### src/rtl/setuphold_stim_gen.sv
// Setup/hold stimulus generator: presents a data word, raises a strobe a programmed
// number of cycles later, then invalidates the word a programmed number of cycles
// after the strobe rise. Zero-margin and violating windows are generated as well.
module setuphold_stim_gen #(
  parameter int unsigned   DW       = 8,
  parameter int unsigned   CW       = 8,
  parameter int unsigned   STRB_HI  = 2,
  parameter logic [DW-1:0] IDLE_VAL = '0
) (
  input  logic          clk,
  input  logic          rst,
  input  logic          in_valid,
  output logic          in_ready,
  input  logic [DW-1:0] in_data,
  input  logic [CW-1:0] in_setup,
  input  logic [CW-1:0] in_hold,
  input  logic          abort,
  output logic [DW-1:0] data_out,
  output logic          strb,
  output logic          busy,
  output logic          done
);

  // One spare bit so a full-scale setup or hold count never wraps.
  localparam int unsigned CntW = CW + 1;
  localparam logic [CntW-1:0] StrbHi = CntW'(STRB_HI);

  localparam logic [1:0] StIdle  = 2'd0;
  localparam logic [1:0] StSetup = 2'd1;
  localparam logic [1:0] StHold  = 2'd2;

  logic [1:0]      state_q, state_d;
  logic [CntW-1:0] cnt_q, cnt_d;
  logic [DW-1:0]   word_q, word_d;
  logic [CW-1:0]   setup_q, setup_d;
  logic [CW-1:0]   hold_q, hold_d;
  logic [DW-1:0]   data_q, data_d;
  logic            strb_q, strb_d;
  logic            done_q, done_d;
  logic [CntW-1:0] hold_ext;
  logic [CntW-1:0] end_cnt;

  assign hold_ext = {1'b0, hold_q};
  // The transaction ends once both the strobe pulse and the hold window have elapsed.
  assign end_cnt  = (StrbHi > hold_ext) ? StrbHi : hold_ext;

  // Next-state logic; cnt counts edges since accept (SETUP) or since strobe rise (HOLD).
  always_comb begin
    state_d = state_q;
    cnt_d   = cnt_q;
    word_d  = word_q;
    setup_d = setup_q;
    hold_d  = hold_q;
    data_d  = data_q;
    strb_d  = strb_q;
    done_d  = 1'b0;
    unique case (state_q)
      StIdle: begin
        if (in_valid) begin
          word_d  = in_data;
          setup_d = in_setup;
          // Zero/zero is coerced to a one-cycle hold so data never changes twice per edge.
          hold_d  = (in_setup == '0 && in_hold == '0) ? CW'(1) : in_hold;
          data_d  = in_data;
          cnt_d   = CntW'(1);
          if (in_setup == '0) begin
            strb_d  = 1'b1;
            state_d = StHold;
          end else begin
            state_d = StSetup;
          end
        end
      end
      StSetup: begin
        if (abort) begin
          state_d = StIdle;
          strb_d  = 1'b0;
          data_d  = IDLE_VAL;
        end else if (cnt_q == {1'b0, setup_q}) begin
          strb_d  = 1'b1;
          state_d = StHold;
          cnt_d   = CntW'(1);
          // Zero hold: the data invalidates on the strobe edge itself.
          if (hold_q == '0) data_d = ~word_q;
        end else begin
          cnt_d = cnt_q + CntW'(1);
        end
      end
      StHold: begin
        if (abort) begin
          state_d = StIdle;
          strb_d  = 1'b0;
          data_d  = IDLE_VAL;
        end else begin
          if (cnt_q == StrbHi)   strb_d = 1'b0;
          if (cnt_q == hold_ext) data_d = ~word_q;
          if (cnt_q == end_cnt) begin
            state_d = StIdle;
            done_d  = 1'b1;
          end else begin
            cnt_d = cnt_q + CntW'(1);
          end
        end
      end
      default: begin
        state_d = StIdle;
        strb_d  = 1'b0;
        data_d  = IDLE_VAL;
      end
    endcase
  end

  // State and output registers with asynchronous reset.
  always_ff @(posedge clk or posedge rst) begin
    if (rst) begin
      state_q <= StIdle;
      cnt_q   <= '0;
      word_q  <= '0;
      setup_q <= '0;
      hold_q  <= '0;
      data_q  <= IDLE_VAL;
      strb_q  <= 1'b0;
      done_q  <= 1'b0;
    end else begin
      state_q <= state_d;
      cnt_q   <= cnt_d;
      word_q  <= word_d;
      setup_q <= setup_d;
      hold_q  <= hold_d;
      data_q  <= data_d;
      strb_q  <= strb_d;
      done_q  <= done_d;
    end
  end

  assign in_ready = (state_q == StIdle);
  assign busy     = ~in_ready;
  assign data_out = data_q;
  assign strb     = strb_q;
  assign done     = done_q;

endmodule
### config.mk
export PLATFORM = sky130hd
export DESIGN_NAME = setuphold_stim_gen
export DESIGN_NICKNAME = d
export VERILOG_FILES = /design/src/rtl/setuphold_stim_gen.sv
export SDC_FILE = /design/constraint.sdc
export NUM_CORES = 1
export LEC_CHECK = 0
export CAP_MARGIN = 15
export CELL_PAD_IN_SITES_DETAIL_PLACEMENT = 2
export CELL_PAD_IN_SITES_GLOBAL_PLACEMENT = 2
export CORE_UTILIZATION = 36
export DETAILED_ROUTE_END_ITERATION = 8
export PLACE_DENSITY = 0.92
export SYNTH_ARGS = -nofsm -noshare
export SYNTH_HDL_FRONTEND = slang
export SYNTH_SLANG_ARGS = --single-unit
### constraint.sdc
create_clock -name clk -period 6.8 [get_ports clk]
set_clock_uncertainty 0.2 [all_clocks]
set_input_delay 2.04 -clock clk [delete_from_list [all_inputs] [get_ports clk]]
set_output_delay 2.04 -clock clk [all_outputs]
set_load 0.01 [all_outputs]
* Word level (Yosys, flattened, before mapping) *
Cells that the tools add are included.

word-level totals
  flip-flop bits (word level) = 45
  bits in latches = 0
  RAM bits = 0
  memory bits (read-only) = 0
  input port bits = 28
  logic and storage cells = 71
  memories = 0

operators by class
  add/subtract/negate cells = 1
  $mul = 0
  div/mod/pow operators = 0
  order comparisons = 1
  equality and inequality tests = 16
  shifts and indexed selects = 0
  muxes and demuxes = 32
  bitwise logic cells = 2
  reductions and logical operators = 11

operators with widths
  cell                 number
  $mux 8               8
  $mux 9               5
  $eq 9x8->1           3
  $pmux 9 s3           1
  $logic_not 8->1      3
  $pmux 8 s3           1
  $ne 3x3->1 const B   5
  $mux 2               6
  $add 9x1->9 const B  1
  $eq 9x2->1 const B   1
  $mux 1               9
  $gt 2x8->1 const A   1
  $ne 2x2->1 const B   4
  $not 8->8            1
  $reduce_and 4->1     2
  $pmux 2 s3           1
  $reduce_and 5->1     1
  $pmux 1 s3           1
  $reduce_and 3->1     1
  $reduce_bool 3->1    1
  $eq 2x1->1 const B   1
  $eq 2x2->1 const B   1
  $logic_not 2->1      1
  $ne 2x1->1 const B   1
  other kinds (3)      3

* Depth between registers and ports, before layout *
Gate-level depths: netlist of run 1.

  depth in word-level cells = 6
  gate-level depth with buffers = 9
  depth with buffers taken out = 8

* Worst setup path after synthesis of run 1 *
No wires, ideal clock.

  path type = input to register
  start point = input in_setup[4]
  end point = register strb_q (netlist: strb)
  data arrival time = 3.193 ns
  path slack = 3.341 ns
  cell stages on the path = 5
  path buffers = 0
  path through = or4_1 -> nor2_1 -> nand2_1 -> a221oi_1 -> o32a_1

on the way
  word-level cells in the longest chain between the ends = 3

RTL lines
  item                               line  RTL
  start, declared                    15    input logic [CW-1:0] in_setup,
  $logic_not 8->1                    66    if (in_setup == '0) begin
  $ne 2x1->1 (no source line)        n/a
  $reduce_and 4->1 (no source line)  n/a
  end signal, assigned               131   strb_q <= strb_d;
  end, declared                      38    logic strb_q, strb_d;

Every way passes these cells.
A chain may end at the register's enable or synchronous reset.

* Worst setup path in the final report of run 1 *
  start point = register state_q[0]
  end point = output busy

on the way
  word-level cells in the longest chain between the ends = 2

RTL lines
  item                    line  RTL
  start, declared         32    logic [1:0] state_q, state_d;
  start signal, assigned  116   state_q <= StIdle;
  start signal, assigned  125   state_q <= state_d;
  $logic_not 2->1         136   assign in_ready = (state_q == StIdle);
  $not 1->1               137   assign busy = ~in_ready;
  end, declared           20    output logic busy,

Every way passes these cells.

==> impl_results.md, run 1 <==
- Status: finished, violations left
- Failing checks: design-rule violations
- Max Cap Violations: 0
- Final core occ: 46.76%
- Seq/Total Area, Yosys: 46.42%
- Num CTS Buffers: 5
- Vias per cell: 5.671
- P_sw: 526.8 uW
- Post-synthesis async set-or-reset flop share: 100.0%
- DR WL/cell: 21.78 um
- Switching share of power: 39.02%
- Slowest stage cell, crit path: ha_1
- CTS H-tree lvls: 2
- CP top delay family: buffers and inverters
- WHS Endpoint: data_out[2]$_DFFE_PP0P_
- Largest stage delay, worst path: 550 ps
- Max-slew violation count: 0
- YS warnings: 0
- Die X: 84.09 um
- Synth top area share: 46.42%
- R2R depth: 6
- Most frequent cells in the layout: 45 x dfrtp_1, 39 x clkdlybuf4s50_1, 31 x nor2_1, 31 x mux2_2, 14 x xnor2_1
- Slew @ Worst Pin: 1123 ps
- Post-synth top area cell: dfrtp_1
- Finish-stage setup viols: 0
- Filler instances: 666
- First-pass GRT wire length: 12590 um
- CP max FO: 15
- Vias in the first global route: 2297
- Combinational share of power: 46.4%
- First-pass detailed-route iteration total: 6
- Number of synthesized flops with an enable pin: 0
- Critical path launch point type: register
- Final Cycle Share: 63.27%
- Fmax: 0.2324 GHz
- Longest Clk Path Bufs: 2
- CP required: 4560 ps
- Final WS setup: 2497 ps
- Vias: 1985
- Mean area per synthesized cell: 10.28 um2
- P_leak: 1.234 nW
- Core Region: 0.006422 mm2
- Overflow after GRT: 0
- Critical Path Stages: 4
- P_int: 823.3 uW
- Ranking of synthesized cells by area: dfrtp_1 46%, mux2_2 14%, xnor2_1 5.1%
- Resized cells post-CTS: 0
- Setup TNS: 0 ps
- RSZ-0062 raised after global routing: no
- Clock slew at reported path FFs: 90 ps
- R2R Path End: data_out[3]$_DFFE_PP0P_
- R2R setup slack: 3680 ps
- Clock Tree Root: clkbuf_8
- CTS tree: done
- Crit path DAT: 2060 ps
- Area growth syn-to-layout: 23.78%
- Count of input and output buffers: 39
- Pin count of the biggest net entering global routing: 46
- Max VDD drop: 0.2276 mV
- Hold path start: data_out[2]$_DFFE_PP0P_
- DPL Wire Length: 5143 um
- ANT cells: 0
- Class of the worst hold path: register to register
- Slew HR: 24.97%
- Syn nets: 270
- Critical path buffers and inverters: 3
- Min Tclk post-route: 4303 ps
- GRT Overall Usage: 23.38%
- Clock share of power: 18.2%
- CP cell instances: inv_1 > ha_1 > inv_1 > clkdlybuf4s50_1
- Predominant post-synthesis flop cell: dfrtp_1
- CP Capture Type: primary output
- Final GP Congestion: 0.7816
- 1st-iter DRT viols: 64
- Critical setup path kind: register to primary output
- Mapped Area: 0.002426 mm2
- Num rows: 29
- Clock Sinks: 45
- Total power: 1.350 mW
- Synth Instances: 236
- Unique masters post-synth: 37
- Share of cells above drive strength 1: 15.75%
- Die area: 0.007071 mm2
- Post-CTS Hold Buffers: 0
- Flop pwr share: 35.4%
- Final hold violation count: 0
- Post-route ant nets: 0
- Hold Crit Depth: 1
- Post-CTS Setup Bufs: 0
- DRT Wirelength: 7622 um
- Worst r2r src: cnt_q[6]$_DFFE_PP0P_
- # IOs: 40
- Seq cells post-synth: 45
- Die Span Y: 84.09 um
- DP Worst Slack: 2511 ps
- Initial Utilization: 37.78%
- CP most frequent cell: inv_1
- Commonest non-fill, non-tap cell in the layout: dfrtp_1
- Initial antenna violation count: 0
- Pwr dens: 449.6 mW/mm2
- Post-route DRC: 2
- Nets: 306
- Clk_lat worst skew: 310 ps
worst max-delay path by stage:
stage | startpoint | end | slack, ps
after detailed placement | in_valid | cnt_q[0]$_DFFE_PP0P_ | 2510
after floorplan | in_setup[4] | strb$_DFFE_PP0P_ | 3340
after global routing | state_q[0]$_DFFE_PP0P_ | busy | 2370
after global placement | in_valid | cnt_q[0]$_DFFE_PP0P_ | 2630
final | state_q[0]$_DFFE_PP0P_ | busy | 2500
after CTS | state_q[0]$_DFFE_PP0P_ | busy | 2520
per-stage QoR:
stage / hold WS, ps / cell area, um2 / cells
6_report: 315.7 / 3003 / 350
3_5_place_dp: 295.3 / 2864 / 341
2_1_floorplan: 277.8 / 2426 / 236
3_3_place_gp: 288.0 / 2864 / 341
4_1_cts: 320.3 / 2998 / 349
5_1_grt: 336.4 / 3003 / 350
layout make-up:
class	count	area (um2)	area share (%)
Multi-Input combinational cell	170	1210	40.29
Sequential cell	45	1126	37.50
Inverter	9	33.78	1.125
Tap cell	77	96.34	3.208
Clock inverter	3	65.06	2.167
Timing Repair Buffer	41	402.9	13.42
Clock buffer	5	68.82	2.292
registers in the layout, summed over array words and instances, names as in the netlist:
name	flops
cnt_q	9
word_q	8
strb	1
data_out	8
hold_q	8
done	1
state_q	2
setup_q	8
per-layer routing:
layer | vias to the layer above | GRT usage, % | wire [um]
li1 | 910 | - | -
met1 | 1006 | 29.35 | 3282
met2 | 51 | 39.79 | 3830
met3 | 18 | 4.055 | 292
met4 | 0 | 9.561 | 217
met5 | - | 0 | 0
synth_stat cells, types with 3 or more instances:
library cell and instances:
or4_1 3, xnor2_1 14, nor3_1 3, o21ai_0 11
clkbuf_1 6, o31ai_1 5, nor4_1 3, dfrtp_1 45
nand4_1 5, nand3_1 6, nand2_1 11, a31oi_1 3
inv_1 9, ha_1 6, nor2_1 31, buf_2 3
nor2b_1 3, a21oi_1 11, and3_1 4, mux2_2 31
nand2b_1 4
kinds of logic (layout without fill, tap and decap cells):
family	Yosys count	count (layout)	share of synthesized area, %
compound gates	44	44	12.38
xor+xnor	14	14	5.054
mux	31	31	14.39
buf+inv	21	58	3.713
flops	45	45	46.42
fa+ha+maj	6	6	3.094
simple gates	75	75	14.96
power groups by stage:
stage               sequential, mW  clock, mW  combinational (mW)
finish                       0.477      0.246               0.627
global route                 0.491      0.259               0.682
CTS                          0.476      0.251               0.622
detailed placement           0.476          0               0.602
global placement             0.463          0               0.562
floorplan                    0.454          0               0.408
No activity file was read; power rests on OpenSTA's default activity.
==> run 2, diff against run 1 <==
Settings changed: CORE_UTILIZATION 36 to 30, PLACE_DENSITY 0.92 to 0.83.
Clock period 6.8 ns to 3.9 ns, I/O delays scaled along.
==> impl_results.md, run 2 (synthesized netlist as in run 1, its figures left out) <==
- Die X: 91.93 um
- Hold Crit Depth: 1
- Post-route ant nets: 0
- Final hold slack: 312.1 ps
- Share of cells above drive strength 1: 16.67%
- DR WL/cell: 18.47 um
- Setup TNS: 0 ps
- Worst r2r src: cnt_q[6]$_DFFE_PP0P_
- R2R setup slack: 760 ps
- Class of the worst hold path: register to register
- Clk_lat worst skew: 300 ps
- R2R depth: 6
- Die area: 0.008450 mm2
- Vias: 1976
- Slew HR: 59.25%
- Clock Sinks: 45
- Vias per cell: 5.228
- Post-CTS Hold Buffers: 0
- Initial antenna violation count: 0
- Most frequent cells in the layout: 45 x dfrtp_1, 39 x clkdlybuf4s50_1, 31 x nor2_1, 31 x mux2_2, 14 x xnor2_1
- Vias in the first global route: 2267
- Longest Clk Path Bufs: 2
- Total power: 2.183 mW
- Overflow after GRT: 0
- Post-route DRC: 0
- Slew @ Worst Pin: 611.2 ps
- DP Worst Slack: 535.3 ps
- Initial Utilization: 31.23%
- RSZ-0062 raised after global routing: no
- First-pass detailed-route iteration total: 4
- Final hold violation count: 0
- CTS H-tree lvls: 2
- WHS Endpoint: data_out[3]$_DFFE_PP0P_
- Final WS setup: 432.8 ps
- Max Cap Violations: 0
- Post-CTS Setup Bufs: 0
- Nets: 309
- Area growth syn-to-layout: 23.98%
- Hold path start: data_out[3]$_DFFE_PP0P_
- DPL Wire Length: 5098 um
- Pwr dens: 725.6 mW/mm2
- Num rows: 32
- Resized cells post-CTS: 0
- Final GP Congestion: 0.7350
- Clock slew at reported path FFs: 90 ps
- Final Cycle Share: 88.90%
- Critical setup path kind: register to primary output
- R2R Path End: data_out[6]$_DFFE_PP0P_
- ANT cells: 0
- Count of input and output buffers: 39
- Top reg by flops: cnt_q
- Crit path DAT: 2100 ps
- CTS tree: done
- Max VDD drop: 0.2997 mV
- Fmax: 0.2884 GHz
- Core Region: 0.007767 mm2
- Min Tclk post-route: 3467 ps
- Max FFs per register: 9
- # IOs: 40
- GRT Overall Usage: 18.01%
- First-pass GRT wire length: 11830 um
- Status: complete, no violations
- 1st-iter DRT viols: 70
- P_leak: 1.218 nW
- Finish-stage setup viols: 0
- Critical path launch point type: register
- Num CTS Buffers: 5
- CP required: 2530 ps
- Clock Tree Root: clkbuf_8
- CP Capture Type: primary output
- CP max FO: 15
- Max-slew violation count: 0
- DRT Wirelength: 6981 um
- Die Span Y: 91.93 um
- Pin count of the biggest net entering global routing: 23
- Commonest non-fill, non-tap cell in the layout: dfrtp_1
run 2: how the worst max path moves through the flow:
stage | startpoint | end | cells after the start
2_1_floorplan | cnt_q[4]$_DFFE_PP0P_ | data_out[0]$_DFFE_PP0P_ | 7
3_5_place_dp | in_setup[4] | strb$_DFFE_PP0P_ | 6
5_1_grt | state_q[1]$_DFFE_PP0P_ | busy | 4
4_1_cts | state_q[1]$_DFFE_PP0P_ | busy | 4
6_report | state_q[1]$_DFFE_PP0P_ | busy | 4
3_3_place_gp | in_valid | cnt_q[0]$_DFFE_PP0P_ | 5
run 2: through the flow:
step | instance area (um2) | utilization (%) | std cells
floorplan | 2426 | - | 236
global placement | 2910 | 37.47 | 368
detailed placement | 2910 | 37.47 | 368
CTS | 2998 | 38.60 | 376
global route | 3008 | 38.72 | 378
finish | 3008 | 38.72 | 378
run 2: metal layers:
layer	track usage (%)	wire length, um	vias to the layer above
met1	23.17	3174	1009
li1	-	-	919
met3	3.068	155	13
met4	6.250	160	0
met5	0	0	-
met2	30.41	3490	35
run 2: worst max-delay path, stage by stage, from the launching register on:
cell and delay (ps):
dfrtp_1 430, inv_1 100, ha_1 550, inv_1 170
clkdlybuf4s50_1 540
run 2: final cells by class:
| cell class | instances | area (um2) |
|---|---|---|
| repair buffers | 44 | 422.9 |
| inverters | 9 | 33.78 |
| multi-input cells | 170 | 1210 |
| clock buffers | 6 | 72.57 |
| clock inverters | 2 | 15.01 |
| well taps | 102 | 127.6 |
| flip-flops and latches | 45 | 1126 |
| fillers | 845 | 4760 |
run 2: power breakdown:
| part | total, mW | internal, mW | switching (mW) |
|---|---|---|---|
| registers | 0.817 | 0.658 | 0.159 |
| logic | 1.06 | 0.527 | 0.536 |
| clock network | 0.302 | 0.127 | 0.176 |
| total | 2.18 | 1.31 | 0.871 |
==> RTL edit: new RTL, flow settings as in run 2 <==
`hold_q` no longer has a reset.
--- a/src/rtl/setuphold_stim_gen.sv
+++ b/src/rtl/setuphold_stim_gen.sv
@@ -118,5 +118,4 @@
       word_q  <= '0;
       setup_q <= '0;
-      hold_q  <= '0;
       data_q  <= IDLE_VAL;
       strb_q  <= 1'b0;
@@ -127,9 +126,12 @@
       word_q  <= word_d;
       setup_q <= setup_d;
-      hold_q  <= hold_d;
       data_q  <= data_d;
       strb_q  <= strb_d;
       done_q  <= done_d;
     end
+  end
+
+  always_ff @(posedge clk) begin
+    hold_q <= hold_d;
   end
 
Function: same outputs for any inputs over 10 cycles, from zero or initial values and one cycle with rst high; that may be too few to reach the edited logic, so the function may still have changed.
==> RTL edit against run 2 <==
Synthesized area grew 1.8%. Hold slack better by 0.0057 ns. Setup slack improved by 0.021 ns. Largest power group unchanged. Highest routed layer unchanged. Total power down 3.5%. Critical path depth unchanged. Routed wire length rose by 0.16%. Sequential cell count stayed put. Design area up 0.92%.
==> RTL edit: results <==
set metrics [dict create \
    status "complete, no violations" \
    grt_pass1_vias 2215 \
    grtUsageTotal_pct 18.1 \
    largest_register "cnt_q" \
    synth_compound_area_share_pct 11.7 \
    synthesis.nets 273 \
    final-setup-viol-count 0 \
    clock_tree.root_cell "clkbuf_8" \
    synth_cell_types 45 \
    synthTopCellsByArea "dfrtp_1 37%, mux2_2 11%, edfxtp_1 9.7%, nor2_1 4.1%, xor2_1 3.5%" \
    yosys-top-cells-count "37 x dfrtp_1, 27 x nor2_1, 25 x mux2_2" \
    p_leak_nw 1.25 \
    largest_register_ffs 9 \
    dp_worst_setup_slack_ns 0.604 \
    ys_warn_count 0 \
    gp_congestion 0.729 \
    worstMarginPinSlew_ns 0.817 \
    crit_fanout 14 \
    antenna_cells 0 \
    synth_edf_count 8 \
    place_hpwl_um 5350 \
    grt_max_degree 38 \
    nets 302 \
    crit_arrival_ns 2.08 \
    synthXorXnorAreaFrac_pct 5.32 \
    via_per_inst 5.17 \
    rr_startpoint "cnt_q[7]" \
    drt-initial-drc-count 88 \
    drive_gt1_share_pct 15.6 \
    ys.flop_type "dfrtp_1" \
    place_area_um2 2920 \
    vias 1918 \
    ir_drop_uv 347 \
    synth_adder_area_share_pct 3.04 \
    async_flop_share_pct 82.2 \
    synth_mux_area_share_pct 11.8 \
    dp_cells 363 \
    grt_pass1_wl_um 11800 \
    nFillCells 858 \
    antenna_found_initial 0 \
    drt_wl_total_um 6990 \
    startpoint "state_q[0]" \
    syn_avg_cell_area_um2 10.3 \
    ys_seq_area_share_pct 47.2 \
]
## RTL edit: routing by layer
layer | GRT usage [%] | part of all wire, % | up-vias | wire length [um]
met5 | 0 | 0 | - | 0
met4 | 4.62 | 1.1 | 0 | 80
met3 | 3.04 | 2.2 | 6 | 156
met2 | 30.9 | 50 | 30 | 3510
met1 | 23.6 | 46 | 985 | 3240
li1 | - | - | 897 | -
## RTL edit: power by group
part	leakage [nW]	switching (mW)	internal (mW)
Clock	0.0554	0.174	0.193
Sequential	0.538	0.145	0.649
Combinational	0.657	0.484	0.460
Total	1.25	0.803	1.30
## RTL edit: worst paths after layout
path | to | slack [ns] | depth (start not counted)
min in group asynchronous | cnt_q[5] | 1.09 | 3
worst max register to register | data_out[4] | 1.11 | 6
worst min-delay path | data_out[3] | 0.32 | 1
max in group asynchronous | cnt_q[1] | 2.04 | 3
worst max-delay path | busy | 0.45 | 4
worst min register to register | data_out[3] | 0.32 | 1
## RTL edit: cell families after synthesis
kind of cell    after synthesis
fa+ha+maj                     6
xor+xnor                     15
mux                          26
flops                        45
compound gates               43
buf+inv                      29
simple gates                 75
## RTL edit: critical path, cell delays in order, from the launching register on
cell             delay, ns
dfrtp_1               0.44
inv_1                 0.11
ha_1                  0.53
inv_1                 0.17
clkdlybuf4s50_1       0.53
## RTL edit: final cells by class
cell class / instances / area (um^2) / share of cell area, %
Multi-Input combinational cell: 165 / 1190 / 39.1
Timing Repair Buffer: 41 / 405 / 13.4
Inverter: 10 / 37.5 / 1.24
Clock inverter: 2 / 38.8 / 1.28
Tap cell: 102 / 128 / 4.20
Sequential cell: 45 / 1170 / 38.4
Clock buffer: 6 / 72.6 / 2.39
